`config.mk`:
```
export PLATFORM = sky130hd
export DESIGN_NAME = fetch_unit
export DESIGN_NICKNAME = d
export VERILOG_FILES = /design/src/rtl/cpu_pkg.sv /design/src/rtl/fetch_unit.sv
export SDC_FILE = /design/constraint.sdc
export NUM_CORES = 1
export LEC_CHECK = 0
export ABC_CLOCK_PERIOD_IN_PS = 2900
export BUFFER_PORTS_ARGS = -buffer_cell sky130_fd_sc_hd__buf_2
export CAP_MARGIN = 20
export CORE_MARGIN = 3
export CORE_UTILIZATION = 34
export CTS_CLUSTER_DIAMETER = 50
export DETAILED_ROUTE_END_ITERATION = 8
export HOLD_SLACK_MARGIN = 0.06
export PLACE_DENSITY_LB_ADDON = 0.08
export SKIP_LAST_GASP = 1
export SYNTH_ARGS = -nofsm -noshare
export SYNTH_HDL_FRONTEND = slang
export SYNTH_SLANG_ARGS = --single-unit
```
`constraint.sdc`:
```
create_clock -name CLK -period 2.9 [get_ports CLK]
set_clock_uncertainty 0.15 [all_clocks]
set_input_delay 0.58 -clock CLK [delete_from_list [all_inputs] [get_ports CLK]]
set_output_delay 0.58 -clock CLK [all_outputs]
set_load 0.02 [all_outputs]
```
`src/rtl/cpu_pkg.sv`:
```
// cpu_pkg: shared fetch-state encoding, opcode constants and datapath widths for the 8-bit CPU.
package cpu_pkg;
  localparam int DEF_PC_W    = 8;
  localparam int DEF_INSTR_W = 8;
  typedef enum logic [2:0] {IDLE, REQ, WAIT, EXEC, HALT} fetch_state_e;
  localparam logic [3:0] OP_WAIT = 4'h0;
  localparam logic [3:0] OP_JMP6 = 4'h6;
  localparam logic [3:0] OP_JMP7 = 4'h7;
  localparam logic [3:0] OP_JMP8 = 4'h8;
  localparam logic [3:0] OP_JMPA = 4'hA;
  localparam logic [3:0] OP_STOP = 4'hF;
endpackage

```
`src/rtl/fetch_unit.sv`:
```
// fetch_unit: PC/IR owner; fetches over a req/valid handshake and applies the controller's PC decision after EXEC.
module fetch_unit
  import cpu_pkg::*;
#(
  parameter int PC_W = DEF_PC_W,
  parameter int INSTR_W = DEF_INSTR_W,
  parameter logic [PC_W-1:0] RESET_PC = '0
) (
  input  logic               CLK,
  input  logic               CLB,
  output logic               imem_req,
  output logic [PC_W-1:0]    imem_addr,
  input  logic [INSTR_W-1:0] imem_rdata,
  input  logic               imem_valid,
  input  logic               IncPC,
  input  logic               LoadPC,
  input  logic               SelPC,
  input  logic [PC_W-1:0]    reg_data,
  output logic [3:0]         opcode,
  output logic [3:0]         imm,
  output logic               instr_valid,
  output logic               halted,
  output logic [PC_W-1:0]    pc,
  output logic [15:0]        instr_count
);
  fetch_state_e state_q;
  logic [PC_W-1:0] pc_q;
  logic [INSTR_W-1:0] ir_q;
  logic [15:0] count_q;
  logic [PC_W-1:0] jump_target;
  assign jump_target = SelPC ? reg_data : {{(PC_W-4){1'b0}}, ir_q[3:0]};
  always_ff @(posedge CLK or negedge CLB) begin
    if (!CLB) begin
      state_q <= IDLE;
      pc_q    <= RESET_PC;
      ir_q    <= '0;
      count_q <= '0;
    end else begin
      case (state_q)
        IDLE: state_q <= REQ;
        REQ:  state_q <= WAIT;
        WAIT: if (imem_valid) begin
          ir_q    <= imem_rdata;
          state_q <= EXEC;
        end
        EXEC: begin
          count_q <= count_q + 16'd1;
          // LoadPC wins over IncPC; neither means STOP
          if (LoadPC) begin
            pc_q    <= jump_target;
            state_q <= REQ;
          end else if (IncPC) begin
            pc_q    <= pc_q + 1'b1;
            state_q <= REQ;
          end else state_q <= HALT;
        end
        default: state_q <= HALT;
      endcase
    end
  end
  assign imem_req    = state_q == REQ;
  assign imem_addr   = pc_q;
  assign pc          = pc_q;
  assign opcode      = ir_q[7:4];
  assign imm         = ir_q[3:0];
  assign instr_valid = state_q == EXEC;
  assign halted      = state_q == HALT;
  assign instr_count = count_q;
endmodule
```
==> qor.yml, run 1 <==
dpl.hpwl_microns: 3050
diodes: 0
critPathLaunchType: "flip-flop"
fillers: 512
ys_top_cells_by_area: "dfrtp_1 48%, mux2_2 6.2%, xnor2_1 5.3%"
wl_met2_microns: 2050
setup_viol: 0
layout.nets: 244
tightest_slew_ps: 828
drtIter0Drc: 77
drt-total-wl_microns: 4250
cp_cell_sequence: "nand3b_4 -> inv_4 -> buf_2"
io_pins: 65
cts_buffers: 5
avgRoutedWirePerCell_microns: 14.8
placed_cell_area_sq_mm: 0.00212
rrSetupSlack_ps: 1030
start_util_pct: 36.7
seqCellArea_sq_um: 876
power_leakage_nw: 1.13
hp-class: "in2async"
core_area_sq_mm: 0.00494
worstRegToRegCells: 4
synthArstFlopShare_pct: 100
final_hold_viol_count: 0
r2r-start: "state_q[0]"
cp_max_fo: 13
power.density_mw_per_mm2: 773
cts_buffer_depth: 2
via_per_inst: 5.02
synth_edf_count: 0
crit_buf_inv: 2
ctsResizeCount: 0
cts_tree: "yes"
routabilityCongestion: 0.770
r2r_end: "imem_addr[3]"
period_needed_ps: 2220
yosysTopAreaCell: "dfrtp_1"
max_stage_delay_ps: 550
rows: 25
drive_above_1_share_pct: 40.7
finalSetupTns_ps: 0
postLayoutCellArea_sq_mm: 0.00220
antenna_found_initial: 0
drv_slew: 0
area_growth_pct: 21.4
met1_length_microns: 1910
postCtsSetupBuffers: 0
h-tree-depth: 2
max_slew_margin_pct: 44.8
critPathSlowestCell: "dfrtp_1"
yosysSeqAreaShare_pct: 48.3
track_usage_pct: 14.4
ys_seq_elements: 35
fp.dieArea_sq_mm: 0.00624
overflow: 0
rsz0062_at_grt: "no"
criticalPathCategory: "reg2out"
dr.pass1.iters: 4
worstPathArrival_ps: 1490
cts.sinks: 35
outcome: "finished clean"
wl_met3_microns: 264
root_buffer: "clkbuf_8"
die_y_microns: 79.0
cap_violations: 0
antenna_left: 0
fmax_mhz: 451
ys_warn_count: 0
multi_input_area_sq_um: 825
first_global_vias: 1410
ctsHoldBuffers: 0
required_ps: 2170
ir_drop_v: 0.000397
port_buffers: 64
path_delay_family: "flip-flops"
synth_area_per_cell_sq_um: 11.1
syn-num-nets: 187
top_layer_used: "met4"
endpoint_kind: "output port"
grt_pass1_wl_microns: 6960
grt_max_degree: 36
clk_pin_slew_ps: 70
synth_flop_cell: "dfrtp_1"
yosysUniqueCellTypes: 40
drc: 0
period_share_pct: 76.4
netlist_instances: 163
dieWidth_microns: 79.0
vias: 1446
clk_latency_ps: 290
synth.top_cell.area_share_pct: 48.3
synth_area_sq_mm: 0.00181
## Yosys cell counts, types with 2 or more instances
library cell  count
nor3b_1           2
inv_1             2
nor2_1            9
o21ai_0           6
nor3_1            2
nand2_1          16
nand3_1           4
nand4_1          10
mux2i_1           5
a21oi_1           4
ha_1              2
nor3_4            2
xor2_1            5
and3_1            4
buf_2             2
and4_1            3
buf_4             9
mux2_2           10
dfrtp_1          35
xnor2_1          11
## area by class of cell
class / count / area share (%)
flip-flops and latches: 35 / 39.8
multi-input cells: 111 / 37.5
repair buffers: 64 / 14.6
well taps: 67 / 3.81
clock buffers: 7 / 3.47
inverters: 3 / 0.626
clock inverters: 1 / 0.228
## state kept, by name, indices dropped and copies added (netlist names)
name and flops:
imem_addr 8, instr_count 16, ir_q 8, state_q 3
## how the worst max path moves through the flow
stage / start / endpoint / cells past startpoint
global placement: state_q[2] / instr_valid / 3
CTS: state_q[0] / instr_valid / 3
floorplan: state_q[1] / imem_req / 2
detailed placement: state_q[0] / instr_valid / 3
finish: state_q[0] / instr_valid / 3
global route: state_q[0] / instr_valid / 3
## where the power goes
part / internal, mW / leakage (nW) / switching, mW
Combinational: 0.249 / 0.643 / 0.352
Sequential: 0.606 / 0.441 / 0.149
Clock: 0.169 / 0.0422 / 0.176
Total: 1.02 / 1.13 / 0.677
## cell families (layout without fill, tap and decap cells)
| family | count (synthesis) | in the layout | share of synthesized area, % |
|---|---|---|---|
| adders and majority gates | 2 | 2 | 1.38 |
| AOI/OAI and AO/OA | 18 | 18 | 6.91 |
| and+or+nand+nor | 60 | 60 | 20.5 |
| buffers and inverters | 17 | 75 | 6.15 |
| xor gates and xnor gates | 16 | 16 | 7.73 |
| DFF | 35 | 35 | 48.3 |
| muxes | 15 | 15 | 8.98 |
## placed cells by master (no fill, tap or decap), types with 5 or more instances in the layout
| cell | n |
|---|---|
| buf_2 | 64 |
| clkbuf_8 | 5 |
| dfrtp_1 | 35 |
| mux2_2 | 10 |
| mux2i_1 | 5 |
| nand2_1 | 16 |
| nand4_1 | 10 |
| nor2_1 | 9 |
| o21ai_0 | 6 |
| xnor2_1 | 11 |
| xor2_1 | 5 |
## layer usage
metal	GRT usage [%]	vias to the layer above
met5	0	-
met4	4.81	0
met3	4.42	4
met2	23.5	55
met1	18.1	697
li1	-	690
## stage by stage
stage	hold slack [ps]	total power [mW]	setup WS (ps)	instances	utilization (%)
after global routing	297	1.81	602	288	44.5
final	237	1.70	683	288	44.5
after CTS	266	1.73	678	288	44.5
after floorplan	134	1.19	1120	163	-
after global placement	308	1.35	1030	280	42.9
after detailed placement	313	1.37	1000	280	42.9
(Power assumes the default switching activity.)
==> run 2, diff against run 1 <==
Settings changed: ABC_AREA set to 1, ABC_CLOCK_PERIOD_IN_PS 2900 to 1900.
Clock period 2.9 ns to 1.9 ns, I/O delays scaled along.
==> qor.yml, run 2 <==
outcome: "finished clean"
start_util_pct: 36.5
yosysUniqueCellTypes: 26
fillers: 581
h-tree-depth: 2
overflow: 0
die_y_microns: 81.5
netlist_instances: 256
port_buffers: 64
cp_max_fo: 9
drive_above_1_share_pct: 25.9
period_needed_ps: 1780
syn-num-nets: 280
layout.nets: 344
diodes: 0
seqCellArea_sq_um: 876
dr.pass1.iters: 4
cts.sinks: 35
rows: 26
fin_cells: 391
pre_cts_slack_ps: 355
synth.top_cell.area_share_pct: 45.2
cp_cell_sequence: "nand2_1 -> nor2_2 -> buf_6 -> buf_2"
final_common_cell: "nand2_1"
endpoint_kind: "output port"
synth_area_sq_mm: 0.00194
criticalPathCategory: "reg2out"
routabilityCongestion: 0.763
fp.dieArea_sq_mm: 0.00663
yosys.cell_count.top_type: "nand2_1"
rrSetupSlack_ps: 350
drt-total-wl_microns: 4490
grt_pass1_wl_microns: 7680
clk_latency_ps: 280
synth_flop_cell: "dfrtp_1"
utilization_pct: 45.5
synth_area_per_cell_sq_um: 7.56
avgRoutedWirePerCell_microns: 11.5
antenna_left: 0
dieWidth_microns: 81.5
cts_buffer_depth: 2
power.density_mw_per_mm2: 584
cap_violations: 0
root_buffer: "clkbuf_8"
vias: 1757
multi_input_area_sq_um: 873
drtIter0Drc: 54
core_area_sq_mm: 0.00530
total_power_mw: 1.41
tightest_slew_ps: 288
via_per_inst: 4.49
synth_edf_count: 0
ys_seq_elements: 35
largest_register_ffs: 16
cts_buffers: 5
fmax_mhz: 560
finalSetupTns_ps: 0
io_pins: 65
yosysSeqAreaShare_pct: 45.2
postCtsSetupBuffers: 0
cts_tree: "yes"
area_growth_pct: 24.8
rsz0062_at_grt: "no"
critPathSlowestCell: "dfrtp_1"
track_usage_pct: 14.8
synth_common_cells: "80 x nand2_1, 35 x dfrtp_1, 27 x inv_1, 27 x nor2_1, 19 x nand3_1"
dpl.hpwl_microns: 3460
critPathLaunchType: "flip-flop"
timing.final.ws_setup_ps: 116
worstPathArrival_ps: 1250
hp-class: "in2reg"
drc: 0
drv_slew: 0
clk_pin_slew_ps: 70
required_ps: 1370
max_slew_margin_pct: 80.6
dp.cells: 382
first_global_vias: 1677
period_share_pct: 93.9
ir_drop_v: 0.000313
final_hold_viol_count: 0
grt_max_degree: 36
power_leakage_nw: 1.38
setup_viol: 0
antenna_found_initial: 0
yosysTopAreaCell: "dfrtp_1"
synthArstFlopShare_pct: 100
final_cell_mix: "80 x nand2_1, 64 x buf_2, 35 x dfrtp_1"
max_stage_delay_ps: 390
ys_top_cells_by_area: "dfrtp_1 45%, nand2_1 16%, inv_1 5.2%"
ys_warn_count: 0
-- run 2: cell count changes in the layout (fill, tap and decap cells not counted), sizes merged, moves of 7 or more --
cell	change
nor2	+23
mux2	-10
inv	+24
nand3	+15
nand2	+66
nand4	-8
a21oi	+8
o21ai	+8
xnor2	-7
-- run 2: per-layer routing --
layer	track usage (%)	wire (microns)
met1	20.7	2310
met2	22.4	1890
met3	3.51	247
met4	5.07	38
met5	0	0
-- run 2: final timing paths --
check,from,cells past startpoint,end
max,state_q[1],4,instr_valid
min,imem_rdata[6],3,ir_q[6]
max reg2reg,state_q[1],7,instr_count[11]
min reg2reg,ir_q[4],2,ir_q[4]
max in group asynchronous,CLB,3,ir_q[6]
min in group asynchronous,CLB,3,imem_addr[4]
-- run 2: logic make-up (layout without fill, tap and decap cells) --
| family | count (synthesis) | count (layout) | synth area share [%] |
|---|---|---|---|
| AND/OR/NAND/NOR | 142 | 142 | 32.0 |
| buffers and inverters | 39 | 104 | 9.63 |
| flip-flops | 35 | 35 | 45.2 |
| AO/OA/AOI/OAI | 31 | 31 | 8.66 |
| XOR/XNOR | 7 | 7 | 3.17 |
| adder cells (fa/ha/maj) | 2 | 2 | 1.29 |
-- run 2: report_power, final --
group	switching, mW	total (mW)	internal (mW)
Clock	0.267	0.598	0.331
Combinational	0.0388	0.0671	0.0282
Sequential	0	0.745	0.745
Total	0.306	1.41	1.10
-- run 2: worst max-delay path: cells and delay by family (launching register included) --
| kind | cells | cell delay (ps) |
|---|---|---|
| flip-flops | 1 | 390 |
| buffers and inverters | 2 | 340 |
| AND/OR/NAND/NOR | 2 | 240 |
-- run 2: layout make-up --
type,count,share of cell area (%)
Sequential cell,35,36.3
Multi-Input combinational cell,182,36.2
Timing Repair Buffer,69,15.6
Inverter,27,4.20
Clock buffer,8,4.15
Tap cell,70,3.63
-- run 2: what timing repair did --
| item | in CTS | in global routing |
|---|---|---|
| setup endpoints to repair | 0 | 1 |
| hold buffers | 1 | 0 |
| hold endpoints to repair | 35 | 0 |
| resized for setup | 0 | 1 |
-- run 2: metrics by stage --
stage / hold slack, ps / area (sq um)
2_1_floorplan: -65.6 / 1940
3_3_place_gp: 211 / 2300
3_5_place_dp: 211 / 2300
4_1_cts: 167 / 2410
5_1_grt: 188 / 2410
6_report: 180 / 2410
